==> src/rtl/ternary_neuron_accum.sv <==
// Ternary neuron back-end: accumulates saturated (pos - neg) popcount
// differences over N_CHUNKS beats, then presents sum and activation.
module ternary_neuron_accum #(
  parameter int PC_W     = 5,
  parameter int N_CHUNKS = 4,
  parameter int ACC_W    = 8,
  parameter logic signed [ACC_W-1:0] THRESH = '0
) (
  input  logic                    clk,
  input  logic                    rst,
  input  logic                    in_valid,
  output logic                    in_ready,
  input  logic [PC_W-1:0]         pc_pos,
  input  logic [PC_W-1:0]         pc_neg,
  output logic                    out_valid,
  input  logic                    out_ready,
  output logic signed [ACC_W-1:0] out_sum,
  output logic                    out_act
);

  localparam int CNT_W = (N_CHUNKS > 1) ? $clog2(N_CHUNKS) : 1;
  localparam logic [CNT_W-1:0] LAST = CNT_W'(N_CHUNKS - 1);
  localparam int EXT = ACC_W + 1 - PC_W;

  localparam logic signed [ACC_W:0] MAX =
    {2'b00, {(ACC_W-1){1'b1}}};
  localparam logic signed [ACC_W:0] MIN =
    {2'b11, {(ACC_W-1){1'b0}}};

  typedef enum logic {
    S_ACC,
    S_OUT
  } state_t;

  state_t                  state_q;
  logic signed [ACC_W-1:0] acc_q;
  logic signed [ACC_W-1:0] acc_d;
  logic [CNT_W-1:0]        cnt_q;
  logic signed [ACC_W-1:0] sum_q;
  logic                    act_q;

  logic signed [ACC_W:0] diff;
  logic signed [ACC_W:0] sum_w;
  logic                  act_d;

  // Headroom: one extra bit holds any acc + diff without wrap.
  always_comb begin
    diff = $signed({{EXT{1'b0}}, pc_pos})
         - $signed({{EXT{1'b0}}, pc_neg});
    sum_w = $signed({acc_q[ACC_W-1], acc_q}) + diff;
    if (sum_w > MAX) begin
      acc_d = MAX[ACC_W-1:0];
    end else if (sum_w < MIN) begin
      acc_d = MIN[ACC_W-1:0];
    end else begin
      acc_d = sum_w[ACC_W-1:0];
    end
    act_d = (acc_d >= THRESH);
  end

  assign in_ready  = (state_q == S_ACC) & ~rst;
  assign out_valid = (state_q == S_OUT);
  assign out_sum   = sum_q;
  assign out_act   = act_q;

  always_ff @(posedge clk) begin
    if (rst) begin
      state_q <= S_ACC;
      acc_q   <= '0;
      cnt_q   <= '0;
      sum_q   <= '0;
      act_q   <= 1'b0;
    end else begin
      unique case (state_q)
        S_ACC: begin
          if (in_valid) begin
            if (cnt_q == LAST) begin
              sum_q   <= acc_d;
              act_q   <= act_d;
              acc_q   <= '0;
              cnt_q   <= '0;
              state_q <= S_OUT;
            end else begin
              acc_q <= acc_d;
              cnt_q <= cnt_q + 1'b1;
            end
          end
        end
        S_OUT: begin
          if (out_ready) begin
            state_q <= S_ACC;
          end
        end
        default: state_q <= S_ACC;
      endcase
    end
  end

endmodule

==> config.mk <==
export PLATFORM = sky130hd
export DESIGN_NAME = ternary_neuron_accum
export DESIGN_NICKNAME = d
export VERILOG_FILES = /design/src/rtl/ternary_neuron_accum.sv
export SDC_FILE = /design/constraint.sdc
export NUM_CORES = 1
export LEC_CHECK = 0
export ABC_AREA = 1
export BUFFER_PORTS_ARGS = -buffer_cell sky130_fd_sc_hd__buf_4
export CAP_MARGIN = 15
export CORE_ASPECT_RATIO = 0.9
export CORE_UTILIZATION = 45
export CTS_CLUSTER_DIAMETER = 100
export DETAILED_ROUTE_END_ITERATION = 7
export HOLD_SLACK_MARGIN = 0.03
export PLACE_DENSITY = 0.63
export SLEW_MARGIN = 10
export SYNTH_ARGS = -nofsm -noshare
export SYNTH_HDL_FRONTEND = slang
export SYNTH_SLANG_ARGS = --single-unit
==> constraint.sdc <==
create_clock -name clk -period 6.3 [get_ports clk]
set_input_delay 1.26 -clock clk [delete_from_list [all_inputs] [get_ports clk]]
set_output_delay 1.26 -clock clk [all_outputs]
set_load 0.1 [all_outputs]
# Yosys cells after proc, flatten, opt, wreduce, memory -nomap -nowiden
# Cells that the tools add are included.
# op_classes
muxes	8
addsub	3
bitwise	3
eq_ne	1
reduce_logical	2
order_cmp	3
# op_table
cell	count
$mux 8	3
$add 8x6->9	1
$gt 9x8->1 const B	1
$lt 9x8->1 const B	1
$ge 8x1->1 const B	1
$sub 5x5->6	1
$mux 1	3
$reduce_and 3->1	1
$add 2x1->2 const B	1
$eq 2x2->1 const B	1
$mux 2	1
$not 1->1	2
$pmux 1 s2	1
$reduce_and 2->1	1
$and 1x1->1	1
# totals
input_bits	14
output_inout_bits	11
register_bits	20
elab_cells	25

# Longest topological paths before layout
# depth
depth_word	6
mapped_depth	21
mapped_depth_nobuf	21

# Worst setup path after synthesis
# No wires, ideal clock.
# synth_path
kind	input -> output
start	input rst
end	output in_ready
n_path_buf	1
path_slack_ps	2283
path_stages	2
required_ps	5040
arrival_time_ps	2757
cell_sequence	clkbuf_1 nor2_1
# synth_between
elab_chain_len	2
# synth_rtl
item	line_no	source
start, declared	10	input logic rst,
$not 1->1	61	assign in_ready = (state_q == S_ACC) & ~rst;
$and 1x1->1	61	
end, declared	12	output logic in_ready,
# No other way between the ends.

# Worst setup path in the final report
# layout_path
start	input pc_pos[0]
end	register sum_q[1] (netlist: out_sum[1])
# layout_between
elab_chain_len	5
word_cells_on_any_way	6
classes_between	add/sub (2); order compare (2); mux (2)
# layout_rtl
item	line_no	source
start, declared	13	input logic [PC_W-1:0] pc_pos,
$sub 5x5->6 (*)	49	- $signed({{EXT{1'b0}}, pc_neg});
$add 8x6->9 (*)	50	sum_w = $signed({acc_q[ACC_W-1], acc_q}) + diff;
$lt 9x8->1	53	end else if (sum_w < MIN) begin
$mux 8	53	
$mux 8 (*)	51	if (sum_w > MAX) begin
end signal, assigned	71	sum_q <= '0;
end signal, assigned	78	sum_q <= acc_d;
end, declared	39	logic signed [ACC_W-1:0] sum_q;
# Mark *: on every way between the ends. The rest lies on a longest branch, timed or not.
# A chain may end at the register's enable or synchronous reset.

==> impl_results.md <==
* Status: finished, final reports clean
* WS Path Type: in -> reg
* Total gr overflow at 0
* Worst slew margin at 76.70%
* Die extent in y at 56.59 um
* RR Startpoint: acc_q[0]
* Gp weighted congestion at 0.8227
* Die area at 3546 um^2
* Crit-path max cell delay at 400 ps
* CP startpoint kind: input port
* Worst hold stages at 2
* Library cells used by synthesis at 23
* Async SR Flop Fraction at 0%
* Worst Path Required at 6460 ps
* Final wirelength at 2829 um
* Endpoints failing setup at 0
* Design Power at 723.6 uW
* Crit end category: flop
* Critical Path AT at 3720 ps
* Slew at the pin with the worst max-slew slack at 349.5 ps
* Max Freq at 281.1 MHz
* Seq cells post-synth at 20
* Setup_tns at 0 ps
* RSZ-0062 raised after global routing: false
* Root buffer cell: clkbuf_8
* Clock Latency Late Sink at 260 ps
* Register Area at 400.4 um^2
* Detailed Routing Iterations Pass 1 at 4
* DP Wirelength at 2290 um
* Post-synth top area share at 26.87%
* Routed Antenna Nets at 0
* Internal power at 373.2 uW
* All-Layer GR Usage at 17.47%
* # DRC at 0
* Synthesis Warnings at 0
* Hold Path Origin: cnt_q[1]
* # nets final at 267
* Area leader, netlist: dfxtp_1
* Vias in the first global route at 1224
* R2R depth at 12
* Critical-path maximum fanout at 8
* Slew Limit Fails at 0
* Hold path endpoint: cnt_q[1]
* Min Tclk post-route at 3558 ps
* Largest net degree at the start of global routing at 22
* Vias per cell at 4.578
* Switching power total at 350.4 uW
* PwrDens at 409.6 nW/um^2
* Die W at 62.66 um
* Endpoints failing hold at 0
* Area occupied by multi-input gates at 943.4 um^2
* Hold WC Path Type: reg -> reg
* Core region area at 3114 um^2
* Initial DRC Count at 46
* Reg-to-reg critical path endpoint: out_sum[1]
* Sw Share at 48.43%
* Diode count at 0
* Max-cap violations at 0
* Final Cycle Share at 56.47%
* CTS Sinks at 20
* Crit path cell chain: buf_4 -> inv_1 -> ha_1 -> inv_1 -> fa_1 -> a21oi_1 -> o21ai_0 -> xor2_1 -> ha_1 -> nand2_1 -> nand2_2 -> a21oi_4 -> nand2_2 -> nand2_4 -> nand3_4 -> nand2_1 -> nand2_1 -> o21ai_1 -> inv_1
* Synth Cell Area at 1490 um^2
* Largest cells by area after synthesis: dfxtp_1 (27%), nand2_1 (13%), ha_1 (13%)
* H-tree Lvls at 1
* Layout cells sized above 1 at 25.53%
* Post-CTS setup buffers at 0
* Final Skew at 4.729 ps
* Fillers at 319
* Avg Synthesized Cell Area at 7.096 um^2
* CTS Buf Count at 3
* IO buf count at 24
* CTS tree: built
* WL per Instance at 10.21 um
* Clk network pwr share at 13.5%
* Clock transition at path regs at 80 ps
* Post-CTS Hold Buffers at 0
* Vias at 1268
* Cts repair resizes at 0
* R2R setup slack at 4330 ps
* Sequential share of the synthesized area at 26.87%
* Critical-path top delay cell: fa_1
* Worst IR Drop VDD at 184.2 uV
* Initial antenna violation count at 0
* CTS max path bufs at 2
* Flop pwr share at 23.5%
* IO Pins at 25
* Combinational power share at 63.0%
* Area Growth Syn to Fin at 18.56%
* Global-route wire length before repair at 5016 um
* Leak at 0.0009747 uW
* Initial Utilization at 47.85%
* Cells after Synth at 210
* Post-Syn Nets at 241
* Rows at 19
* EDFF count, synth at 0
* Top_reg_cell synth: dfxtp_1
## registers in the layout, indices dropped and copies added (netlist names)
name and flops:
out_valid 1, cnt_q 2, out_act 1, out_sum 8
acc_q 8
## metrics by stage
| stage | setup WS, ps | util [%] | area (um^2) | hold WS (ps) | std cells |
|---|---|---|---|---|---|
| after CTS | 2736 | 56.73 | 1767 | 478.3 | 277 |
| after detailed placement | 2455 | 54.96 | 1712 | 468.1 | 273 |
| after global placement | 2573 | 54.96 | 1712 | 453.0 | 273 |
| final | 2742 | 56.73 | 1767 | 473.7 | 277 |
| after floorplan | 2283 | - | 1490 | 444.6 | 210 |
| after global routing | 2483 | 56.73 | 1767 | 491.6 | 277 |
## final cells by class
| class | instances | area share, % |
|---|---|---|
| Multi-Input combinational cell | 151 | 53.40 |
| Sequential cell | 20 | 22.66 |
| Timing Repair Buffer | 24 | 10.20 |
| Inverter | 36 | 7.649 |
| Clock buffer | 4 | 3.116 |
| Tap cell | 42 | 2.975 |
## logic make-up (layout without fill, tap and decap cells)
| logic type | Yosys count | in the layout | share of synthesized area, % |
|---|---|---|---|
| AO/OA/AOI/OAI | 24 | 24 | 10.58 |
| XOR/XNOR | 5 | 5 | 2.939 |
| adder cells (fa/ha/maj) | 17 | 17 | 15.28 |
| buffers and inverters | 39 | 64 | 9.824 |
| flip-flops | 20 | 20 | 26.87 |
| AND/OR/NAND/NOR | 105 | 105 | 34.51 |
## worst max path at each step
stage,start,to,slack [ps],depth (start not counted)
2_1_floorplan,rst,in_ready,2280,2
3_3_place_gp,pc_pos[0],out_sum[6],2570,19
3_5_place_dp,pc_pos[0],out_sum[1],2460,19
4_1_cts,pc_pos[0],out_sum[1],2740,19
5_1_grt,pc_pos[2],out_sum[6],2480,18
6_report,pc_pos[0],out_sum[1],2740,19
## power by group through the flow
stage	clock network, uW	logic (uW)	registers, uW
2_1_floorplan	0	374	174
3_3_place_gp	0	448	173
3_5_place_dp	0	460	173
4_1_cts	99.7	463	170
5_1_grt	104	521	174
6_report	97.8	456	170
## per-layer routing
layer	track usage, %	routed length [um]
met1	22.50	1386
met2	30.43	1355
met3	4.065	87
met4	1.993	0
met5	0	0
## Yosys cell counts, types with 2 or more instances
library cell  instances
xor2_1                5
nand2_2               9
ha_1                 15
nand2_1              53
inv_2                 4
fa_1                  2
nand3_2               4
clkbuf_1              3
nor2_1               24
a21oi_1               9
a21oi_2               7
o21ai_1               6
nand3_1               7
inv_1                32
dfxtp_1              20
nand2_4               3
## placed cells by master, fill, tap and decap left out, drive strengths merged
master and instances:
xor2 5, nor3 1, nor2 27, inv 36, fa 2, nand3 12, ha 15, clkbuf 4
o21ai 7, a21oi 17, buf 24, dfxtp 20, nand2 65
## worst max-delay path, delay by kind of cell
kind / cells / cell delay [ps]
and+or+nand+nor: 7 / 580
xor gates and xnor gates: 1 / 150
AOI/OAI and AO/OA: 4 / 550
adders and majority gates: 3 / 890
buffers and inverters: 4 / 260
(Power assumes the default switching activity.)
